--- src/rtl/fnd_pkg.sv ---
// Shared 7-segment definitions for the FND encoder/decoder pair.
// Segment codes are active-low, bit0=a .. bit6=g.
`default_nettype none

package fnd_pkg;

  localparam int SEG_W = 7;
  localparam int NUM_W = 4;

  localparam logic [NUM_W-1:0] NUM_ERR = 4'hF;

  localparam logic [SEG_W-1:0] SEG_0     = 7'b1000000;
  localparam logic [SEG_W-1:0] SEG_1     = 7'b1111001;
  localparam logic [SEG_W-1:0] SEG_2     = 7'b0100100;
  localparam logic [SEG_W-1:0] SEG_3     = 7'b0110000;
  localparam logic [SEG_W-1:0] SEG_4     = 7'b0011001;
  localparam logic [SEG_W-1:0] SEG_5     = 7'b0010010;
  localparam logic [SEG_W-1:0] SEG_6     = 7'b0000010;
  localparam logic [SEG_W-1:0] SEG_7     = 7'b1011000;
  localparam logic [SEG_W-1:0] SEG_8     = 7'b0000000;
  localparam logic [SEG_W-1:0] SEG_9     = 7'b0011000;
  localparam logic [SEG_W-1:0] SEG_BLANK = 7'b1111111;

  typedef enum logic [1:0] {
    IDLE  = 2'd0,
    TRACK = 2'd1,
    HELD  = 2'd2
  } state_t;

  // Encoder-side mapping; anything outside 0-9 drives a dark digit.
  function automatic logic [SEG_W-1:0] seg_encode(input logic [NUM_W-1:0] num);
    logic [SEG_W-1:0] seg;
    case (num)
      4'd0:    seg = SEG_0;
      4'd1:    seg = SEG_1;
      4'd2:    seg = SEG_2;
      4'd3:    seg = SEG_3;
      4'd4:    seg = SEG_4;
      4'd5:    seg = SEG_5;
      4'd6:    seg = SEG_6;
      4'd7:    seg = SEG_7;
      4'd8:    seg = SEG_8;
      4'd9:    seg = SEG_9;
      default: seg = SEG_BLANK;
    endcase
    return seg;
  endfunction

endpackage

`default_nettype wire

--- src/rtl/fnd_seg_decode.sv ---
// Combinational 7-segment (active-low) to digit decoder.
// Revision: 1.0
`default_nettype none

module fnd_seg_decode
  import fnd_pkg::*;
(
  input  logic [SEG_W-1:0] seg,
  output logic [NUM_W-1:0] num,
  output logic             legal,
  output logic             blank
);

  always_comb begin
    num   = NUM_ERR;
    legal = 1'b1;
    blank = 1'b0;
    case (seg)
      SEG_0:     num = 4'd0;
      SEG_1:     num = 4'd1;
      SEG_2:     num = 4'd2;
      SEG_3:     num = 4'd3;
      SEG_4:     num = 4'd4;
      SEG_5:     num = 4'd5;
      SEG_6:     num = 4'd6;
      SEG_7:     num = 4'd7;
      SEG_8:     num = 4'd8;
      SEG_9:     num = 4'd9;
      SEG_BLANK: begin
        num   = 4'd0;
        legal = 1'b0;
        blank = 1'b1;
      end
      default:   legal = 1'b0;
    endcase
  end

endmodule

`default_nettype wire

--- src/rtl/fnd_scan_decoder.sv ---
// Watches a multiplexed active-low FND bus and commits each stable digit
// pattern into a per-digit result slot.  Revision: 1.0
`default_nettype none

module fnd_scan_decoder
  import fnd_pkg::*;
#(
  parameter int DIGITS     = 4,
  parameter int STABLE_CYC = 4
) (
  input  logic                    i_Clk,
  input  logic                    i_Rst,
  input  logic [DIGITS-1:0]       i_Com,
  input  logic [SEG_W-1:0]        i_FND,
  output logic [NUM_W*DIGITS-1:0] o_Num,
  output logic [DIGITS-1:0]       o_Valid,
  output logic [DIGITS-1:0]       o_Err,
  output logic                    o_Upd,
  output logic [2:0]              o_UpdIdx
);

  localparam logic [7:0] CNT_MAX = 8'(STABLE_CYC - 1);

  logic [DIGITS-1:0] s_com;
  logic [SEG_W-1:0]  s_fnd;
  logic [7:0]        cnt;
  state_t            state;

  logic              same;
  logic              one_low;
  logic [2:0]        low_idx;
  logic [3:0]        zeros;
  logic [NUM_W-1:0]  dec_num;
  logic              dec_legal;
  logic              dec_blank;
  logic [NUM_W-1:0]  slot_num;
  logic              will_commit;

  fnd_seg_decode u_dec (
    .seg   (s_fnd),
    .num   (dec_num),
    .legal (dec_legal),
    .blank (dec_blank)
  );

  // The incoming sample is compared against the held one, so a change is
  // seen on the same edge it is captured.
  assign same = (i_Com == s_com) && (i_FND == s_fnd);

  always_comb begin
    zeros   = 4'd0;
    low_idx = 3'd0;
    for (int d = 0; d < DIGITS; d++) begin
      if (!s_com[d]) begin
        zeros   = zeros + 4'd1;
        low_idx = 3'(d);
      end
    end
    one_low = (zeros == 4'd1);
  end

  always_comb begin
    slot_num = NUM_ERR;
    if (dec_legal)
      slot_num = dec_num;
    else if (dec_blank)
      slot_num = '0;
  end

  assign will_commit = (state == TRACK) && same && (cnt != CNT_MAX)
                       && ((cnt + 8'd1) == CNT_MAX) && one_low;

  always_ff @(posedge i_Clk) begin
    if (i_Rst) begin
      s_com    <= '1;
      s_fnd    <= '1;
      cnt      <= '0;
      state    <= IDLE;
      o_Num    <= '0;
      o_Valid  <= '0;
      o_Err    <= '0;
      o_Upd    <= 1'b0;
      o_UpdIdx <= 3'd0;
    end else begin
      s_com <= i_Com;
      s_fnd <= i_FND;
      o_Upd <= 1'b0;

      case (state)
        IDLE: begin
          cnt   <= '0;
          state <= TRACK;
        end
        TRACK: begin
          if (!same)
            cnt <= '0;
          else if (cnt != CNT_MAX)
            cnt <= cnt + 8'd1;
          if (will_commit)
            state <= HELD;
        end
        HELD: begin
          if (!same) begin
            cnt   <= '0;
            state <= TRACK;
          end
        end
        default: begin
          cnt   <= '0;
          state <= IDLE;
        end
      endcase

      if (will_commit) begin
        o_Upd    <= 1'b1;
        o_UpdIdx <= low_idx;
        for (int d = 0; d < DIGITS; d++) begin
          if (low_idx == 3'(d)) begin
            o_Num[NUM_W*d +: NUM_W] <= slot_num;
            o_Valid[d]              <= dec_legal;
            o_Err[d]                <= !dec_legal && !dec_blank;
          end
        end
      end
    end
  end

endmodule

`default_nettype wire

--- config.mk ---
export PLATFORM = sky130hd
export DESIGN_NAME = fnd_scan_decoder
export DESIGN_NICKNAME = d
export VERILOG_FILES = /design/src/rtl/fnd_pkg.sv /design/src/rtl/fnd_seg_decode.sv /design/src/rtl/fnd_scan_decoder.sv
export SDC_FILE = /design/constraint.sdc
export NUM_CORES = 1
export LEC_CHECK = 0
export ABC_AREA = 1
export BUFFER_PORTS_ARGS = -buffer_cell sky130_fd_sc_hd__clkbuf_2
export CORE_MARGIN = 3
export CORE_UTILIZATION = 37
export CTS_BUF_LIST = sky130_fd_sc_hd__clkbuf_2 sky130_fd_sc_hd__clkbuf_4 sky130_fd_sc_hd__clkbuf_8
export DETAILED_ROUTE_END_ITERATION = 10
export SLEW_MARGIN = 40
export SYNTH_ARGS = -nofsm -noshare
export SYNTH_HDL_FRONTEND = slang
export SYNTH_SLANG_ARGS = --single-unit
export TNS_END_PERCENT = 100
--- constraint.sdc ---
create_clock -name i_Clk -period 2.85 [get_ports i_Clk]
set_clock_uncertainty 0.2 [all_clocks]
set_input_delay 0.57 -clock i_Clk [delete_from_list [all_inputs] [get_ports i_Clk]]
set_output_delay 0.57 -clock i_Clk [all_outputs]
set_load 0.02 [all_outputs]
==> Word level (Yosys, flattened, before mapping) <==
Index checks and enable logic that the tools add are counted.
{ "totals": {"reg_bits": 49, "inputBits": 13, "output_inout_bits": 28, "word_cells": 84} }
{ "op_classes": {"n_addsub": 4, "n_eq_ne": 23, "mux": 20, "reduce_logical": 19} }
{ "op_table": {"columns": ["cell", "n"], "rows": [
  ["$pmux 4 s10", 1],
  ["$eq 7x7->1 const B", 4],
  ["$mux 8", 3],
  ["$eq 7x5->1 const B", 3],
  ["$mux 4", 5],
  ["$pmux 8 s2", 1],
  ["$eq 7x6->1 const B", 2],
  ["$add 4x1->4 const B", 3],
  ["$reduce_and 2->1", 6],
  ["$reduce_or 10->1", 1],
  ["$add 8x1->8 const B", 1],
  ["$eq 8x2->1 const B", 1],
  ["$ne 8x2->1 const B", 1],
  ["$eq 7x2->1 const B", 1],
  ["$eq 7x7->1", 1],
  ["$logic_not 7->1", 1],
  ["$eq 3x2->1 const B", 2],
  ["$logic_and 1x1->1", 6],
  ["$mux 3", 2],
  ["$pmux 2 s3", 1],
  ["$mux 1", 5],
  ["$eq 4x1->1 const B", 1],
  ["$eq 4x4->1", 1],
  ["$mux 2", 2],
  ["other kinds (9)", 11]
]} }

==> Depth between registers and ports, before layout <==
Gate-level depths: netlist of run 1.
{ "logic_depth": {"depth_word": 11, "ltp_mapped": 19, "depth_no_buf": 17} }

==> Hierarchy <==
From an unflattened synthesis of run 1, not the netlist that was laid out.
{ "hier_totals": {"cells_unflattened": 461, "area_unflattened_um2": 2957.8} }
{ "by_module_without_submodules": {"columns": ["module", "instances", "cells_each", "area_each_um2", "seq_area_each_um2"], "rows": [
  ["fnd_scan_decoder", 1, 400, 2630.0, 960.9],
  ["fnd_seg_decode", 1, 61, 327.8, 0.0]
]} }

==> Worst setup path before layout of run 1 <==
OpenSTA, ideal clock, no wires.
{ "synth_timing": {"path_kind": "reg2reg", "from": "reg s_com[1]", "to": "reg o_Valid[3]", "setup_ps": 116, "arrival_ps": 2356, "required_ps": 2534, "setup_slack_ps": 179, "path_stages_with_launch": 16, "path_buffers": 2, "synth_period_minus_slack_ps": 2671, "cell_sequence": "dfxtp_1 > buf_6 > inv_6 > ha_1 > xnor2_1 > ha_1 > or2_2 > nor2_1 > nor2_1 > nor2_1 > nand3_1 > nor2_4 > buf_6 > nand2_4 > o21ai_0 > nor2_1"} }
{ "synth_via": {"elab_chain_len": 8, "elab_cells_between_ends": 17, "cone_classes": "2 x add/sub; 3 x eq/ne; 6 x mux; 6 x reduce/logical"} }
{ "synth_rtl": {"columns": ["item", "line", "rtl"], "rows": [
  ["start, declared", "fnd_scan_decoder.sv:24", "logic [DIGITS-1:0] s_com;"],
  ["start signal, assigned", "fnd_scan_decoder.sv:85", "s_com <= i_Com;"],
  ["$mux 4", "fnd_scan_decoder.sv:54", "if (!s_com[d]) begin"],
  ["$add 4x1->4", "fnd_scan_decoder.sv:55", "zeros = zeros + 4'd1;"],
  ["$mux 4", "fnd_scan_decoder.sv:54", null],
  ["$add 4x1->4", "fnd_scan_decoder.sv:55", null],
  ["$mux 4", "fnd_scan_decoder.sv:54", null],
  ["$eq 4x1->1", "fnd_scan_decoder.sv:59", "one_low = (zeros == 4'd1);"],
  ["$logic_and 1x1->1", "fnd_scan_decoder.sv:71", "&& ((cnt + 8'd1) == CNT_MAX) && one_low;"],
  ["$reduce_and 2->1 (no source line) (*)", null, null],
  ["end signal, assigned by index", "fnd_scan_decoder.sv:120", "o_Valid[d] <= dec_legal;"],
  ["end, declared", "fnd_scan_decoder.sv:16", "output logic [DIGITS-1:0] o_Valid,"]
]} }
Every way passes the cells marked *; elsewhere a longest branch is shown, timed or not.
A chain may end at the register's enable or synchronous reset.

==> Final worst setup path of run 1 <==
Ends and elaborated chain as after synthesis.

==> results of run 1 <==
==> per-layer routing <==
| metal | part of all wire (%) | routed length (um) |
|---|---|---|
| met5 | 0 | 0 |
| met3 | 4.4 | 272 |
| met1 | 50 | 3116 |
| met4 | 1.2 | 76 |
| met2 | 44 | 2747 |
==> tightest hold or removal path, cell delays in order <==
cell and delay (ps):
clkbuf_2 90, inv_1 40, nand2_1 40
==> layout make-up <==
type / count / area (um2) / share of cell area [%]
clock inverters: 3 / 68.82 / 2.082
repair buffers: 50 / 306.5 / 9.273
multi-input cells: 306 / 1458 / 44.10
flip-flops and latches: 48 / 963.4 / 29.14
well taps: 96 / 120.1 / 3.634
clock buffers: 5 / 68.82 / 2.082
inverters: 84 / 320.3 / 9.690
==> state kept, by name, indices dropped and copies added (netlist names) <==
name	flops
o_Err	4
o_Valid	4
state	2
o_Upd	1
o_Num	16
s_com	4
o_UpdIdx	2
cnt	8
s_fnd	7
==> cell usage in the layout (no fill, tap or decap), drive strengths merged, types with 4 or more instances in the layout <==
| cell type | instances |
|---|---|
| a21oi | 9 |
| nand2 | 112 |
| nand4 | 19 |
| inv | 84 |
| nand3 | 18 |
| nor2 | 108 |
| ha | 5 |
| xnor2 | 4 |
| o21ai | 17 |
| or2 | 6 |
| clkbuf | 45 |
| buf | 10 |
| dfxtp | 48 |
==> power by group <==
group          switching, uW  internal [uW]
Clock                    248            353
Combinational           79.8           46.4
Sequential              13.0            680
Total                    341           1080
==> cell families after synthesis <==
logic type | share of synthesized area [%]
and+or+nand+nor | 41.79
xor gates and xnor gates | 1.889
adders and majority gates | 2.249
AOI/OAI and AO/OA | 5.308
buffers and inverters | 14.08
DFF | 34.55
other | 0.1348
==> stage by stage <==
stage | hold slack (ps) | TNS (ps) | worst slack, ps | instances
2_1_floorplan | 278.2 | 0 | 178.6 | 450
5_1_grt | 264.5 | -18.75 | -12.23 | 592
3_3_place_gp | 271.2 | 0 | 118.7 | 579
3_5_place_dp | 277.8 | 0 | 23.06 | 579
4_1_cts | 254.6 | 0 | 32.67 | 587
6_report | 265.7 | 0 | 149.7 | 592
==> timing repair <==
action / 4_1_cts / 5_1_grt
buffers inserted: 0 / 4
pin swaps: 0 / 1
gates cloned: 0 / 1
gates resized for setup: 2 / 9
setup endpoints to repair: 4 / 26
hold buffers: 0 / 0
==> how the worst min path moves through the flow <==
stage / start / end / slack (ps)
4_1_cts: i_FND[3] / s_fnd[3] / 250
2_1_floorplan: cnt[7] / cnt[7] / 280
5_1_grt: i_FND[3] / s_fnd[3] / 260
3_5_place_dp: o_Valid[2] / o_Valid[2] / 280
3_3_place_gp: o_Err[2] / o_Err[2] / 270
6_report: i_FND[3] / s_fnd[3] / 270
==> results.sh, run 1 <==
export IMPL_outcome="finished clean"
export IMPL_hold_path_depth=3
export IMPL_grt_pass1_vias=2469
export IMPL_cts_tree="done"
export IMPL_cts_buffers=5
export IMPL_final_cell_area_um2=3306
export IMPL_required_ps=2860
export IMPL_syn_avg_cell_area_um2=6.181
export IMPL_cp_startpoint="s_com[1]"
export IMPL_power_density_nw_per_um2=429.6
export IMPL_synth_seq_cells=48
export IMPL_drtIter0Drc=97
export IMPL_io_buffers=39
export IMPL_worstSetupPathType="reg -> reg"
export IMPL_yosysMostFrequentCell="nand2_1"
export IMPL_htreeDepth=2
export IMPL_fp_dieH_um=92.70
export IMPL_finalNetCount=513
export IMPL_antenna_found_initial=0
export IMPL_vias=2670
export IMPL_cellLeakagePower_uw=0.001720
export IMPL_synth_top_area_share_pct=34.55
export IMPL_r2r_end="o_Valid[3]"
export IMPL_num_io_pins=41
export IMPL_setup_viol_count_final=0
export IMPL_drc_errors=0
export IMPL_async_flop_share_pct=0
export IMPL_synth_edf_count=0
export IMPL_r2r_slack_ps=150
export IMPL_globalRouteMet2Util_pct=24.11
export IMPL_design_die_area_um2=8593
export IMPL_critPathArrivalTime_ps=2710
export IMPL_max_stage_delay_ps=350
export IMPL_yosysUniqueCellTypes=34
export IMPL_postLayoutCoreUtil_pct=46.84
export IMPL_synth_seq_area_share_pct=34.55
export IMPL_crit_slowest_cell="dfxtp_2"
export IMPL_synth_common_cells="nand2_1, nor2_1, inv_1, dfxtp_1, nand4_1"
export IMPL_n_antenna_cell=0
export IMPL_synthTopCellsByArea="dfxtp_1, nand2_1, nor2_1"
export IMPL_worst_path_buf_inv=2
export IMPL_routed_wl_um=6213
export IMPL_grt_busiest_layer="met2"
export IMPL_ant_nets=0
export IMPL_r2r_start="s_com[1]"
export IMPL_gr_total_overflow=0
export IMPL_worstPathCellList="buf_4, ha_1, o21ai_2, ha_1, or2_2, nor2_1, nor2_1, nor2_1, nand3_1, nor2_4, buf_6, nand2_4, o21ai_0, nor2_1"
export IMPL_cap_violations=0
export IMPL_clk_pin_slew_ps=90
export IMPL_areaGrowthSynthToFinish_pct=18.85
export IMPL_start_util_pct=39.41
export IMPL_critPathLaunchType="flip-flop"
export IMPL_cts_buffer_depth=2
export IMPL_period_needed_ps=2700
export IMPL_ys_flop_type="dfxtp_1"
export IMPL_slew_violations=0
export IMPL_cp_depth=14
export IMPL_fp_coreArea_um2=7057
export IMPL_viasPerCell=4.510
export IMPL_drive_above_1_share_pct=17.34
export IMPL_cp_end_kind="flip-flop"
export IMPL_grtUsageMet1_pct=20.98
export IMPL_power_total_uw=1420
export IMPL_final_hold_viol_count=0
export IMPL_path_common_cell="nor2_1"
export IMPL_peakVddDrop_mv=0.3069
export IMPL_holdCritPathClass="in -> reg"
export IMPL_rows=30
export IMPL_cp_endpoint="o_Valid[3]"
export IMPL_grt_pass1_wl_um=10860
export IMPL_place_area_um2=3070
export IMPL_cp_top_family="simple AND/OR/NAND/NOR gates"
export IMPL_clockRootBuffer="clkbuf_8"
export IMPL_dpl_hpwl_um=4619
export IMPL_routedWlPerCell_um=10.49
export IMPL_clk_latency_ps=300
export IMPL_layout_worst_path_cycle_share_pct=94.75
export IMPL_grt_use_met3_pct=3.006
export IMPL_path_max_fanout=9
export IMPL_rr_worst_depth=14
export IMPL_nFillCells=790
export IMPL_ys_warn_count=0
export IMPL_track_usage_pct=15.40
export IMPL_fp_dieW_um=92.70
export IMPL_yosys_area_top_type="dfxtp_1"
export IMPL_netlist_instances=450
export IMPL_synth_nets=468
export IMPL_clock_sinks=48
export IMPL_drt_first_pass_iters=4
export IMPL_synthesis_area_um2=2781
export IMPL_fmax_ghz=0.3703
export IMPL_place_congestion=0.8587
export IMPL_grt_max_degree=41
No activity file was read; power rests on OpenSTA's default activity.
==> inputs of run 2 (changes only) <==
--- a/config.mk
+++ b/config.mk
@@ -7,6 +7,7 @@
 export LEC_CHECK = 0
 export ABC_AREA = 1
 export BUFFER_PORTS_ARGS = -buffer_cell sky130_fd_sc_hd__clkbuf_2
+export CORE_ASPECT_RATIO = 1.25
 export CORE_MARGIN = 3
 export CORE_UTILIZATION = 37
 export CTS_BUF_LIST = sky130_fd_sc_hd__clkbuf_2 sky130_fd_sc_hd__clkbuf_4 sky130_fd_sc_hd__clkbuf_8
==> constraint.sdc (replaced) <==
create_clock -name i_Clk -period 3.13 [get_ports i_Clk]
set_clock_uncertainty 0.2 [all_clocks]
set_input_delay 0.626 -clock i_Clk [delete_from_list [all_inputs] [get_ports i_Clk]]
set_output_delay 0.626 -clock i_Clk [all_outputs]
set_load 0.02 [all_outputs]
==> results.sh, run 2 (synthesis gave the netlist of run 1 again) <==
export IMPL_gr_total_overflow=0
export IMPL_layout_worst_path_cycle_share_pct=88.39
export IMPL_power_density_nw_per_um2=421.9
export IMPL_clockRootBuffer="clkbuf_8"
export IMPL_power_total_uw=1353
export IMPL_htreeDepth=2
export IMPL_postCtsHoldBufs=0
export IMPL_grt_max_degree=30
export IMPL_num_io_pins=41
export IMPL_combPwrFrac_pct=7.7
export IMPL_rows=34
export IMPL_fp_dieH_um=102.9
export IMPL_fp_coreArea_um2=7147
export IMPL_power_switching_uw=298.7
export IMPL_routed_wl_um=5959
export IMPL_cts_buffer_depth=2
export IMPL_drtIter0Drc=83
export IMPL_start_util_pct=38.92
export IMPL_routedWlPerCell_um=10.29
export IMPL_io_buffers=39
export IMPL_worst_pin_slew_ps=527.6
export IMPL_intPower_uw=1054
export IMPL_cts_buffers=5
export IMPL_period_needed_ps=2767
export IMPL_grtUsageMet1_pct=17.24
export IMPL_place_congestion=0.8905
export IMPL_outcome="finished clean"
export IMPL_top_register="o_Num"
export IMPL_critPathLaunchType="flip-flop"
export IMPL_reg_largest_list="o_Num: 16 flops, cnt: 8 flops, s_fnd: 7 flops"
export IMPL_viasPerCell=4.503
export IMPL_globalRouteMet2Util_pct=27.72
export IMPL_grt_use_met3_pct=2.718
export IMPL_n_antenna_cell=0
export IMPL_rsz0062_at_grt="no"
export IMPL_setup_tns_ps=0
export IMPL_fmax_ghz=0.3614
export IMPL_slew_violations=0
export IMPL_design_die_area_um2=8600
export IMPL_nFillCells=778
export IMPL_slew_headroom_pct=64.69
export IMPL_final_cell_mix="nand2_1, nor2_1, inv_1"
export IMPL_finalNetCount=506
export IMPL_clockPowerShare_pct=45.7
export IMPL_cellLeakagePower_uw=0.001681
export IMPL_worstSetupPathType="reg -> reg"
export IMPL_ant_nets=0
export IMPL_p_sw_share_pct=22.08
export IMPL_clock_sinks=48
export IMPL_areaGrowthSynthToFinish_pct=15.29
export IMPL_path_max_fanout=13
export IMPL_holdCritPathClass="reg -> reg"
export IMPL_cp_end_kind="flip-flop"
export IMPL_dpl_hpwl_um=4645
export IMPL_post_cts_buffers=0
export IMPL_peakVddDrop_mv=0.1895
export IMPL_final_common_cell="nand2_1"
export IMPL_required_ps=3170
export IMPL_grt_pass1_wl_um=10560
export IMPL_critPathArrivalTime_ps=2810
export IMPL_largest_reg_flops=16
export IMPL_cts_tree="done"
export IMPL_cap_violations=0
export IMPL_drive_above_1_share_pct=14.72
export IMPL_grt_pass1_vias=2439
export IMPL_fp_dieW_um=83.55
export IMPL_grt_busiest_layer="met2"
export IMPL_final_hold_viol_count=0
export IMPL_hold_ws_ps=291.8
export IMPL_drt_first_pass_iters=4
export IMPL_ctsResizeCount=0
export IMPL_clk_latency_ps=300
export IMPL_seqPwrFrac_pct=46.6
export IMPL_clk_pin_slew_ps=90
export IMPL_drc_errors=0
export IMPL_track_usage_pct=14.83
export IMPL_vias=2607
export IMPL_setup_viol_count_final=0
export IMPL_antenna_found_initial=0
==> run 2: cell types whose count changed in the layout (fill, tap and decap cells not counted), sizes merged <==
cell    delta
bufinv     +1
clkbuf     -1
inv        -1
buf        -6
==> run 2: layout make-up <==
cell class	count	area, um2	share of cell area [%]
Multi-Input combinational cell	306	1429	44.56
Sequential cell	48	960.9	29.96
Inverter	84	320.3	9.988
Timing Repair Buffer	43	225.2	7.023
Tap cell	90	112.6	3.512
Clock inverter	3	90.09	2.809
Clock buffer	5	68.82	2.146
==> run 2: final timing paths <==
| kind | end | cells after the start | slack, ps | startpoint |
|---|---|---|---|---|
| max | o_Valid[0] | 15 | 360 | s_com[1] |
| min | o_Valid[2] | 2 | 290 | o_Valid[2] |
| max reg2reg | o_Valid[0] | 15 | 360 | s_com[1] |
| min reg2reg | o_Valid[2] | 2 | 290 | o_Valid[2] |
==> run 2: power by group through the flow <==
| stage | Clock (uW) | Combinational (uW) | Sequential (uW) |
|---|---|---|---|
| 3_5_place_dp | 0 | 104 | 645 |
| 6_report | 618 | 104 | 631 |
| 3_3_place_gp | 0 | 103 | 645 |
| 2_1_floorplan | 0 | 84.9 | 639 |
| 5_1_grt | 662 | 121 | 633 |
| 4_1_cts | 639 | 104 | 631 |
==> run 2: through the flow <==
step                      util, %  instance area, um2  instances  setup WS, ps
after global routing        44.87                3207        579         85.78
after CTS                   44.87                3207        579         336.2
after global placement      42.65                3048        571         418.8
after floorplan                 -                2781        450         458.6
after detailed placement    42.65                3048        571         355.4
final                       44.87                3207        579         363.2
==> run 2: per-layer routing <==
metal	wire (um)	vias to the layer above
met5	0	-
met4	86	0
met3	224	7
met2	2937	41
met1	2712	1131
li1	-	1428
==> run 2: critical path: stages (launching register included) <==
cell and delay [ps]:
dfxtp_1 410, inv_6 70, ha_1 330, xnor2_1 210, ha_1 250, or2_2 270, nor2_1 100, nor2_1 60
nor2_1 80, nand3_1 110, nor2_4 120, buf_4 200, nand3_4 110, nand2_1 80, inv_1 30, nor2_1 90
==> inputs of run 3 (changes only) <==
--- a/config.mk
+++ b/config.mk
@@ -15,5 +15,6 @@
 export SLEW_MARGIN = 40
 export SYNTH_ARGS = -nofsm -noshare
 export SYNTH_HDL_FRONTEND = slang
+export SYNTH_HIERARCHICAL = 1
 export SYNTH_SLANG_ARGS = --single-unit
 export TNS_END_PERCENT = 100
==> results.sh, run 3 <==
export IMPL_postCtsHoldBufs=0
export IMPL_synth_seq_cells=48
export IMPL_design_die_area_um2=9110
export IMPL_reg_largest_list="o_Num: 16 flops, cnt: 8 flops, s_fnd: 7 flops"
export IMPL_grt_pass1_wl_um=11670
export IMPL_top_register="o_Num"
export IMPL_largest_reg_flops=16
export IMPL_synthTopCellsByArea="dfxtp_1, nand2_1, nor2_1"
export IMPL_final_hold_viol_count=0
export IMPL_drc_errors=0
export IMPL_r2r_end="o_Valid[1]"
export IMPL_drtIter0Drc=125
export IMPL_synth_nets=479
export IMPL_period_needed_ps=2751
export IMPL_holdCritPathClass="reg -> reg"
export IMPL_grt_max_degree=27
export IMPL_path_max_fanout=10
export IMPL_netlist_instances=461
export IMPL_yosys_area_top_type="dfxtp_1"
export IMPL_power_density_nw_per_um2=365.9
export IMPL_r2r_slack_ps=380
export IMPL_num_io_pins=41
export IMPL_io_buffers=39
export IMPL_gr_total_overflow=0
export IMPL_n_antenna_cell=0
export IMPL_routed_wl_um=6682
export IMPL_yosysMostFrequentCell="nand2_1"
export IMPL_min_from="o_Err[3]"
export IMPL_setup_tns_ps=0
export IMPL_cts_buffer_depth=2
export IMPL_start_util_pct=39.04
export IMPL_grt_pass1_vias=2529
export IMPL_finalNetCount=517
export IMPL_fp_dieW_um=85.97
export IMPL_layout_worst_path_cycle_share_pct=87.91
export IMPL_met2_length_um=3324
export IMPL_cellLeakagePower_uw=0.001760
export IMPL_antenna_found_initial=0
export IMPL_setup_viol_count_final=0
export IMPL_cts_tree="done"
export IMPL_fp_dieH_um=106.0
export IMPL_met1_length_um=3022
export IMPL_syn_avg_cell_area_um2=6.416
export IMPL_worstSetupPathType="reg -> reg"
export IMPL_yosysUniqueCellTypes=33
export IMPL_cp_startpoint="s_com[1]"
export IMPL_critPathArrivalTime_ps=2800
export IMPL_drt_first_pass_iters=4
export IMPL_viasPerCell=4.574
export IMPL_dpl_hpwl_um=5183
export IMPL_fmax_ghz=0.3634
export IMPL_rows=35
export IMPL_fp_coreArea_um2=7576
export IMPL_place_congestion=0.8921
export IMPL_clk_latency_ps=300
export IMPL_outcome="finished clean"
export IMPL_final_cell_mix="nand2_1, nor2_1, inv_1"
export IMPL_routedWlPerCell_um=11.29
export IMPL_peakVddDrop_mv=0.1846
export IMPL_cp_endpoint="o_Valid[1]"
export IMPL_clock_sinks=48
export IMPL_r2r_start="s_com[1]"
export IMPL_wl_met3_um=225
export IMPL_ys_warn_count=6
export IMPL_power_total_uw=1218
export IMPL_synth_edf_count=0
export IMPL_clk_pin_slew_ps=90
export IMPL_rr_worst_depth=17
export IMPL_ant_nets=0
export IMPL_top_layer_used="met4"
export IMPL_synth_seq_area_share_pct=32.49
export IMPL_vias=2708
export IMPL_nFillCells=803
export IMPL_final_common_cell="nand2_1"
export IMPL_rsz0062_at_grt="no"
export IMPL_ys_flop_type="dfxtp_1"
export IMPL_cts_buffers=5
export IMPL_areaGrowthSynthToFinish_pct=12.56
export IMPL_cap_violations=0
export IMPL_async_flop_share_pct=0
export IMPL_cp_end_kind="flip-flop"
export IMPL_synth_common_cells="nand2_1, nor2_1, inv_1, dfxtp_1, nand2_2"
export IMPL_synthesis_area_um2=2958
export IMPL_required_ps=3180
export IMPL_drive_above_1_share_pct=22.20
export IMPL_clockRootBuffer="clkbuf_8"
export IMPL_synth_top_area_share_pct=32.49
export IMPL_critPathLaunchType="flip-flop"
export IMPL_htreeDepth=2
export IMPL_slew_violations=0
export IMPL_track_usage_pct=15.75
[run 3: cell count changes after synthesis, sizes merged, moves of 2 or more]
cell / change
xnor2: +3
nor3: +3
xor2: -2
nand3: +5
nand4: -3
nand2: +15
a21oi: +5
buf: -2
inv: +3
nor2: -16
[run 3: cells by family (layout without fill, tap and decap cells)]
kind of cell | count (synthesis) | in the layout | share of synthesized area, %
AND/OR/NAND/NOR | 270 | 270 | 43.74
buffers and inverters | 97 | 136 | 13.24
flip-flops | 48 | 48 | 32.49
AO/OA/AOI/OAI | 33 | 33 | 5.965
XOR/XNOR | 7 | 7 | 2.327
adder cells (fa/ha/maj) | 5 | 5 | 2.115
other | 1 | 1 | 0.1268
[run 3: critical path: stages, from the launching register on]
cell     delay, ps
dfxtp_1        370
inv_2          100
ha_1           330
inv_1           60
nand2_1         50
nand2_2        110
inv_2           50
ha_1           280
inv_1           70
nand2_1         80
a21oi_1        150
nand3_1         70
nor3_1         240
nand4_1        140
buf_4          180
nand2_1         50
nand2_1         40
nor2_1         100
[run 3: power by group]
| part | switching [uW] | internal, uW | total, uW |
|---|---|---|---|
| Sequential | 13.4 | 618 | 632 |
| Clock | 216 | 246 | 463 |
| Combinational | 81.0 | 42.7 | 124 |
[run 3: worst min-delay path by stage]
stage	endpoint	slack, ps	cells after the start
2_1_floorplan	cnt[7]	290	2
3_3_place_gp	o_Err[3]	240	2
3_5_place_dp	o_Err[3]	240	2
4_1_cts	o_Err[3]	250	2
5_1_grt	o_Err[3]	300	2
6_report	o_Err[3]	250	2
[run 3: metrics by stage]
step / area (um2) / std cells / hold slack [ps] / setup slack, ps / util, %
floorplan: 2958 / 461 / 293.9 / 627.9 / -
global placement: 3211 / 583 / 235.6 / 418.9 / 42.38
detailed placement: 3211 / 583 / 240.3 / 285.3 / 42.38
CTS: 3322 / 591 / 254.0 / 258.4 / 43.85
global route: 3329 / 592 / 304.9 / 38.85 / 43.95
finish: 3329 / 592 / 247.6 / 378.6 / 43.95
[run 3: area by class of cell]
type                    count  area [um2]  area share [%]
multi-input cells         316        1605           48.22
clock buffers               6       76.32           2.292
repair buffers             41       210.2           6.313
inverters                  87       326.6           9.808
well taps                  92       115.1           3.457
clock inverters             2       35.03           1.052
flip-flops and latches     48       960.9           28.86
[run 3: what timing repair did]
item | in CTS | in global routing
setup buffers | 0 | 1
endpoints found under the setup margin | 0 | 6
resized for setup | 0 | 0
hold endpoints to repair | 0 | 0
[run 3: metal layers]
metal	vias up	track usage, %
li1	1468	-
met1	1189	19.15
met2	41	27.84
met3	10	2.558
met4	0	5.090
met5	-	0
